## config.mk

```make
export PLATFORM = sky130hd
export DESIGN_NAME = rf_param_sb
export DESIGN_NICKNAME = d
export VERILOG_FILES = /design/src/rtl/rf_pkg.sv /design/src/rtl/rf_param_sb_read_port.sv /design/src/rtl/rf_param_sb.sv
export SDC_FILE = /design/constraint.sdc
export NUM_CORES = 1
export LEC_CHECK = 0
export ABC_AREA = 1
export CELL_PAD_IN_SITES_DETAIL_PLACEMENT = 2
export CELL_PAD_IN_SITES_GLOBAL_PLACEMENT = 2
export CORE_UTILIZATION = 36
export CTS_BUF_LIST = sky130_fd_sc_hd__clkbuf_4
export CTS_CLUSTER_DIAMETER = 200
export DETAILED_ROUTE_END_ITERATION = 10
export PLACE_DENSITY = 0.95
export SKIP_LAST_GASP = 1
export SYNTH_ARGS = -nofsm -noshare
export SYNTH_HDL_FRONTEND = slang
export SYNTH_SLANG_ARGS = --single-unit
```

## constraint.sdc

```tcl
create_clock -name clock -period 6.5 [get_ports clock]
set_clock_uncertainty 0.15 [all_clocks]
set_input_delay 1.3 -clock clock [delete_from_list [all_inputs] [get_ports clock]]
set_output_delay 1.3 -clock clock [all_outputs]
set_load 0.005 [all_outputs]
```

## src/rtl/rf_pkg.sv

```systemverilog
// Shared definitions for the parametrised register file with scoreboard:
// address-width helper, register index type and a population-count function.
package rf_pkg;

    // Largest register count the popcount helper covers.
    localparam int RF_MAX_REGS = 256;

    // Register index wide enough for the largest supported register count.
    typedef logic [7:0] rf_idx_t;

    // Pending-count type wide enough to hold RF_MAX_REGS.
    typedef logic [8:0] rf_cnt_t;

    // Address width for a register file of nregs entries (at least 1 bit).
    function automatic int rf_aw(input int nregs);
        return (nregs < 2) ? 1 : $clog2(nregs);
    endfunction

    // Number of set bits in a (zero-extended) pending vector.
    function automatic rf_cnt_t rf_popcount(input logic [RF_MAX_REGS-1:0] bits);
        rf_cnt_t cnt;
        cnt = '0;
        for (int i = 0; i < RF_MAX_REGS; i++) begin
            cnt = cnt + rf_cnt_t'(bits[i]);
        end
        return cnt;
    endfunction

endpackage

```

## src/rtl/rf_param_sb_read_port.sv

```systemverilog
// One combinational read port: hardwired-zero r0, same-cycle write bypass,
// storage mux and the matching hazard flag.
module rf_read_port
    import rf_pkg::*;
#(
    parameter int DATA_W  = 8,
    parameter int NREGS   = 8,
    parameter int AW      = 3,
    parameter int ZERO_R0 = 1,
    parameter int BYPASS  = 1
)(
    input  logic                           active,
    input  logic [NREGS-1:0][DATA_W-1:0]   regs,
    input  logic [NREGS-1:0]               pending,
    input  logic                           wen,
    input  logic [AW-1:0]                  waddr,
    input  logic [DATA_W-1:0]              wdata,
    input  logic [AW-1:0]                  raddr,
    output logic [DATA_W-1:0]              rdata,
    output logic                           hazard
);

    // Priority: reset forces zero, then r0, then bypass, then storage.
    // A forwarded write is by definition the resolving producer, so no hazard.
    always_comb begin
        rdata  = '0;
        hazard = 1'b0;
        if (!active) begin
            rdata  = '0;
            hazard = 1'b0;
        end else if ((ZERO_R0 != 0) && (raddr == '0)) begin
            rdata  = '0;
            hazard = 1'b0;
        end else if ((BYPASS != 0) && wen && (waddr == raddr)) begin
            rdata  = wdata;
            hazard = 1'b0;
        end else begin
            rdata  = regs[raddr];
            hazard = pending[raddr];
        end
    end

endmodule

```

## src/rtl/rf_param_sb.sv

```systemverilog
// Parametrised register file with two combinational read ports, one clocked
// write port and a per-register pending scoreboard for producer stalls.
module rf_param_sb
    import rf_pkg::*;
#(
    parameter int DATA_W  = 8,
    parameter int NREGS   = 8,
    parameter int ZERO_R0 = 1,
    parameter int BYPASS  = 1,
    localparam int AW     = rf_aw(NREGS)
)(
    input  logic              clock,
    input  logic              reset,
    input  logic              RFWrite,
    input  logic [AW-1:0]     regW,
    input  logic [DATA_W-1:0] dataW,
    input  logic [AW-1:0]     regA,
    input  logic [AW-1:0]     regB,
    output logic [DATA_W-1:0] dataA,
    output logic [DATA_W-1:0] dataB,
    input  logic              markPend,
    input  logic [AW-1:0]     regM,
    output logic              hazardA,
    output logic              hazardB,
    output logic [AW:0]       pendCount
);

    logic [NREGS-1:0][DATA_W-1:0] regs_reg;
    logic [NREGS-1:0][DATA_W-1:0] regs_next;
    logic [NREGS-1:0]             pending_reg;
    logic [NREGS-1:0]             pending_next;
    logic [AW:0]                  pend_cnt_reg;
    logic [AW:0]                  pend_cnt_next;
    logic                         wr_eff;
    logic                         mk_eff;

    // Writes and marks aimed at a hardwired-zero r0 are dropped entirely.
    assign wr_eff = RFWrite  && !((ZERO_R0 != 0) && (regW == '0));
    assign mk_eff = markPend && !((ZERO_R0 != 0) && (regM == '0));

    // Per-register next state; a mark overrides a completing write on the
    // same register because it represents a newer in-flight producer.
    generate
        for (genvar gi = 0; gi < NREGS; gi++) begin : g_reg
            assign regs_next[gi] = (wr_eff && (regW == AW'(gi))) ? dataW : regs_reg[gi];
            assign pending_next[gi] = (mk_eff && (regM == AW'(gi))) ? 1'b1 :
                                      (wr_eff && (regW == AW'(gi))) ? 1'b0 :
                                      pending_reg[gi];
        end
    endgenerate

    // Count tracks the vector being loaded so it always matches the bits.
    assign pend_cnt_next = (AW+1)'(rf_popcount(RF_MAX_REGS'(pending_next)));

    // Storage, scoreboard and count share one asynchronous clear.
    always_ff @(posedge clock or negedge reset) begin
        if (!reset) begin
            regs_reg     <= '0;
            pending_reg  <= '0;
            pend_cnt_reg <= '0;
        end else begin
            regs_reg     <= regs_next;
            pending_reg  <= pending_next;
            pend_cnt_reg <= pend_cnt_next;
        end
    end

    assign pendCount = pend_cnt_reg;

    rf_read_port #(
        .DATA_W  (DATA_W),
        .NREGS   (NREGS),
        .AW      (AW),
        .ZERO_R0 (ZERO_R0),
        .BYPASS  (BYPASS)
    ) u_port_a (
        .active  (reset),
        .regs    (regs_reg),
        .pending (pending_reg),
        .wen     (wr_eff),
        .waddr   (regW),
        .wdata   (dataW),
        .raddr   (regA),
        .rdata   (dataA),
        .hazard  (hazardA)
    );

    rf_read_port #(
        .DATA_W  (DATA_W),
        .NREGS   (NREGS),
        .AW      (AW),
        .ZERO_R0 (ZERO_R0),
        .BYPASS  (BYPASS)
    ) u_port_b (
        .active  (reset),
        .regs    (regs_reg),
        .pending (pending_reg),
        .wen     (wr_eff),
        .waddr   (regW),
        .wdata   (dataW),
        .raddr   (regB),
        .rdata   (dataB),
        .hazard  (hazardB)
    );

endmodule

```

==> flow_summary.json <==
{
  "synth_edf_count": 0,
  "required_ns": 5.05,
  "overflow": 0,
  "hold_class": "reg2reg",
  "syn_area_um2": 4690,
  "hold_viol_final": 0,
  "finalMaxSlewViolations": 0,
  "worstRegToRegCells": 11,
  "syn_to_final_growth_pct": 13.2,
  "outcome": "complete, no violations",
  "r2r_start": "pending_reg[3]",
  "vias": 5053,
  "total_power_uw": 1390,
  "crit_end": "dataB[5]",
  "grt_usage_pct": 31.7,
  "synthTopCellsByArea": "dfrtp_1, nand2_1, nand3_1",
  "critPathArrivalTime_ns": 3.86,
  "detail_route.wl_per_cell_um": 22.5,
  "max_freq_mhz": 188,
  "post_cts_buffers": 0,
  "grt_pass1_vias": 5483,
  "period_minus_slack_ns": 5.31,
  "power_leakage_uw": 0.00264,
  "vias_per_cell": 5.68,
  "rrSetupSlack_ns": 2.96,
  "ys_ff_latch": 76,
  "clock_path_buffers": 2,
  "powerDensity_nw_per_um2": 262,
  "cp-end-kind": "primary output",
  "drv_cap": 0,
  "clockRootBuffer": "clkbuf_4",
  "seq_area_frac_synth_pct": 40.5,
  "core_um2": 12700,
  "crit_path_start_kind": "primary input",
  "clock_sinks": 76,
  "cts_made_buffers": 9,
  "clk_latency_ns": 0.47,
  "worstSetupStartpoint": "regB[1]",
  "wirelength_um": 20000,
  "start_util_pct": 37.0,
  "final_nets": 745,
  "r2r_end": "pendCount[1]",
  "cts_tree": "yes",
  "ctsHoldBuffers": 0,
  "rsz0062_at_grt": "false",
  "path_clk_slew_ns": 0.12,
  "cts_resized": 0,
  "crit_type": "in2out",
  "globalplace.congestion": 0.794,
  "synthDominantCellAreaShare_pct": 40.5,
  "fin_crit_sh_pct": 81.6,
  "synth.avg_cell_area_um2": 6.80,
  "ant_nets": 0,
  "hpwlAfterDp_um": 13800,
  "synth_cell_types": 26,
  "antenna_found_initial": 1,
  "yosysTopAreaCell": "dfrtp_1",
  "dieArea_um2": 13500,
  "die_h_um": 116,
  "setup_viol": 0,
  "holdWs_ns": 0.272,
  "fin_setup_tns_ns": 0,
  "remaining_drc_errors": 0,
  "io_buffers": 45,
  "vdd_ir_drop_max_v": 0.000165,
  "htreeDepth": 3,
  "ys_warn_count": 0,
  "synth_cells": 690,
  "syn_nets": 721,
  "grt_max_degree": 77,
  "synth_ff_type": "dfrtp_1",
  "tightest_slew_ns": 1.06,
  "fp-row-count": 41,
  "critical_path.max_fanout": 15,
  "max_slew_margin_pct": 29.7,
  "largest_reg_flops": 64,
  "synthArstFlopShare_pct": 100,
  "drive_above_1_share_pct": 5.44,
  "grt_pass1_wl_um": 31300,
  "io_pins": 46,
  "drt_iter0_drc": 347,
  "fillers": 1539,
  "fp.dieW_um": 116,
  "firstDrtPassIters": 5
}
-- area by class of cell --
type | instances | area [µm²] | area share [%]
timing repair buffer | 53 | 508 | 9.56
multi-input combinational | 522 | 2370 | 44.7
antenna | 1 | 2.50 | 0.0471
inverter | 52 | 196 | 3.70
tap | 172 | 215 | 4.05
clock inverter | 4 | 42.5 | 0.800
sequential | 76 | 1900 | 35.8
clock buffer | 10 | 75.1 | 1.41
-- cells in the final DEF, fill, tap and decap left out --
cell	netlist	layout
nand2_1	287	287
nand3_1	87	87
dfrtp_1	76	76
o21ai_0	51	51
inv_1	46	46
clkdlybuf4s50_1	0	44
nor2_1	39	39
a21oi_1	25	25
clkbuf_4	0	10
buf_4	7	9
o211ai_1	6	6
inv_2	5	5
nor2_2	5	5
fa_1	4	4
nor2_4	3	3
ha_1	3	3
xor2_1	2	2
clkinv_2	1	2
nand2_4	2	2
o22ai_1	2	2
o21a_1	2	2
clkinv_1	0	2
diode_2	0	1
a21oi_2	1	1
a32oi_1	1	1
a31oi_2	1	1
xnor2_1	1	1
bufinv_16	0	1
-- per-stage QoR --
| step | utilization [%] | cells | worst slack [ns] | instance area (µm²) |
|---|---|---|---|---|
| 5_1_grt | 41.9 | 890 | 1.09 | 5320 |
| 3_5_place_dp | 41.0 | 875 | 0.747 | 5190 |
| 3_3_place_gp | 41.0 | 875 | 1.33 | 5190 |
| 4_1_cts | 41.9 | 889 | 1.23 | 5310 |
| 6_report | 41.9 | 890 | 1.19 | 5320 |
| 2_1_floorplan | - | 690 | 2.10 | 4690 |
-- cell families after synthesis --
logic type,share of synthesized area (%)
AND/OR/NAND/NOR,37.2
buffers and inverters,8.90
AO/OA/AOI/OAI,10.3
flip-flops,40.5
adder cells (fa/ha/maj),2.51
XOR/XNOR,0.560
-- critical path, stage by stage --
cell and delay, ns:
clkdlybuf4s50_1 0.68, clkinv_2 0.38, nor2_1 0.47, nand3_1 0.17, nand2_1 0.10, inv_1 0.05, nand2_1 0.10, nand2_1 0.07
inv_1 0.06, nor2_1 0.04, clkdlybuf4s50_1 0.43
-- worst min path at each step --
stage / startpoint / endpoint / slack, ns / cells after the start
finish: regs_reg[4] / regs_reg[4] / 0.27 / 0
floorplan: regs_reg[0] / regs_reg[0] / 0.30 / 1
global placement: regs_reg[4] / regs_reg[4] / 0.24 / 0
CTS: regs_reg[2] / regs_reg[2] / 0.27 / 0
global route: regs_reg[4] / regs_reg[4] / 0.28 / 0
detailed placement: regs_reg[2] / regs_reg[2] / 0.24 / 0
-- power by group --
part | internal [µW] | total, µW | switching (µW)
Clock | 114 | 289 | 174
Combinational | 181 | 467 | 285
Sequential | 560 | 636 | 76.0
-- synth_stat cells (2+ instances only) --
master,count
nand2_1,287
nand3_1,87
dfrtp_1,76
o21ai_0,51
inv_1,46
nor2_1,39
a21oi_1,25
buf_2,18
clkbuf_1,12
buf_4,7
o211ai_1,6
inv_2,5
nor2_2,5
fa_1,4
buf_6,3
ha_1,3
nor2_4,3
nand2_4,2
o21a_1,2
o22ai_1,2
xor2_1,2
-- metal layers --
layer / wire length [µm] / track usage [%] / vias up
li1: - / - / 2232
met1: 8590 / 40.3 / 2600
met2: 9860 / 54.2 / 180
met3: 1050 / 4.77 / 41
met4: 505 / 12.8 / 0
met5: 0 / 0 / -
No activity file was read; power rests on OpenSTA's default activity.
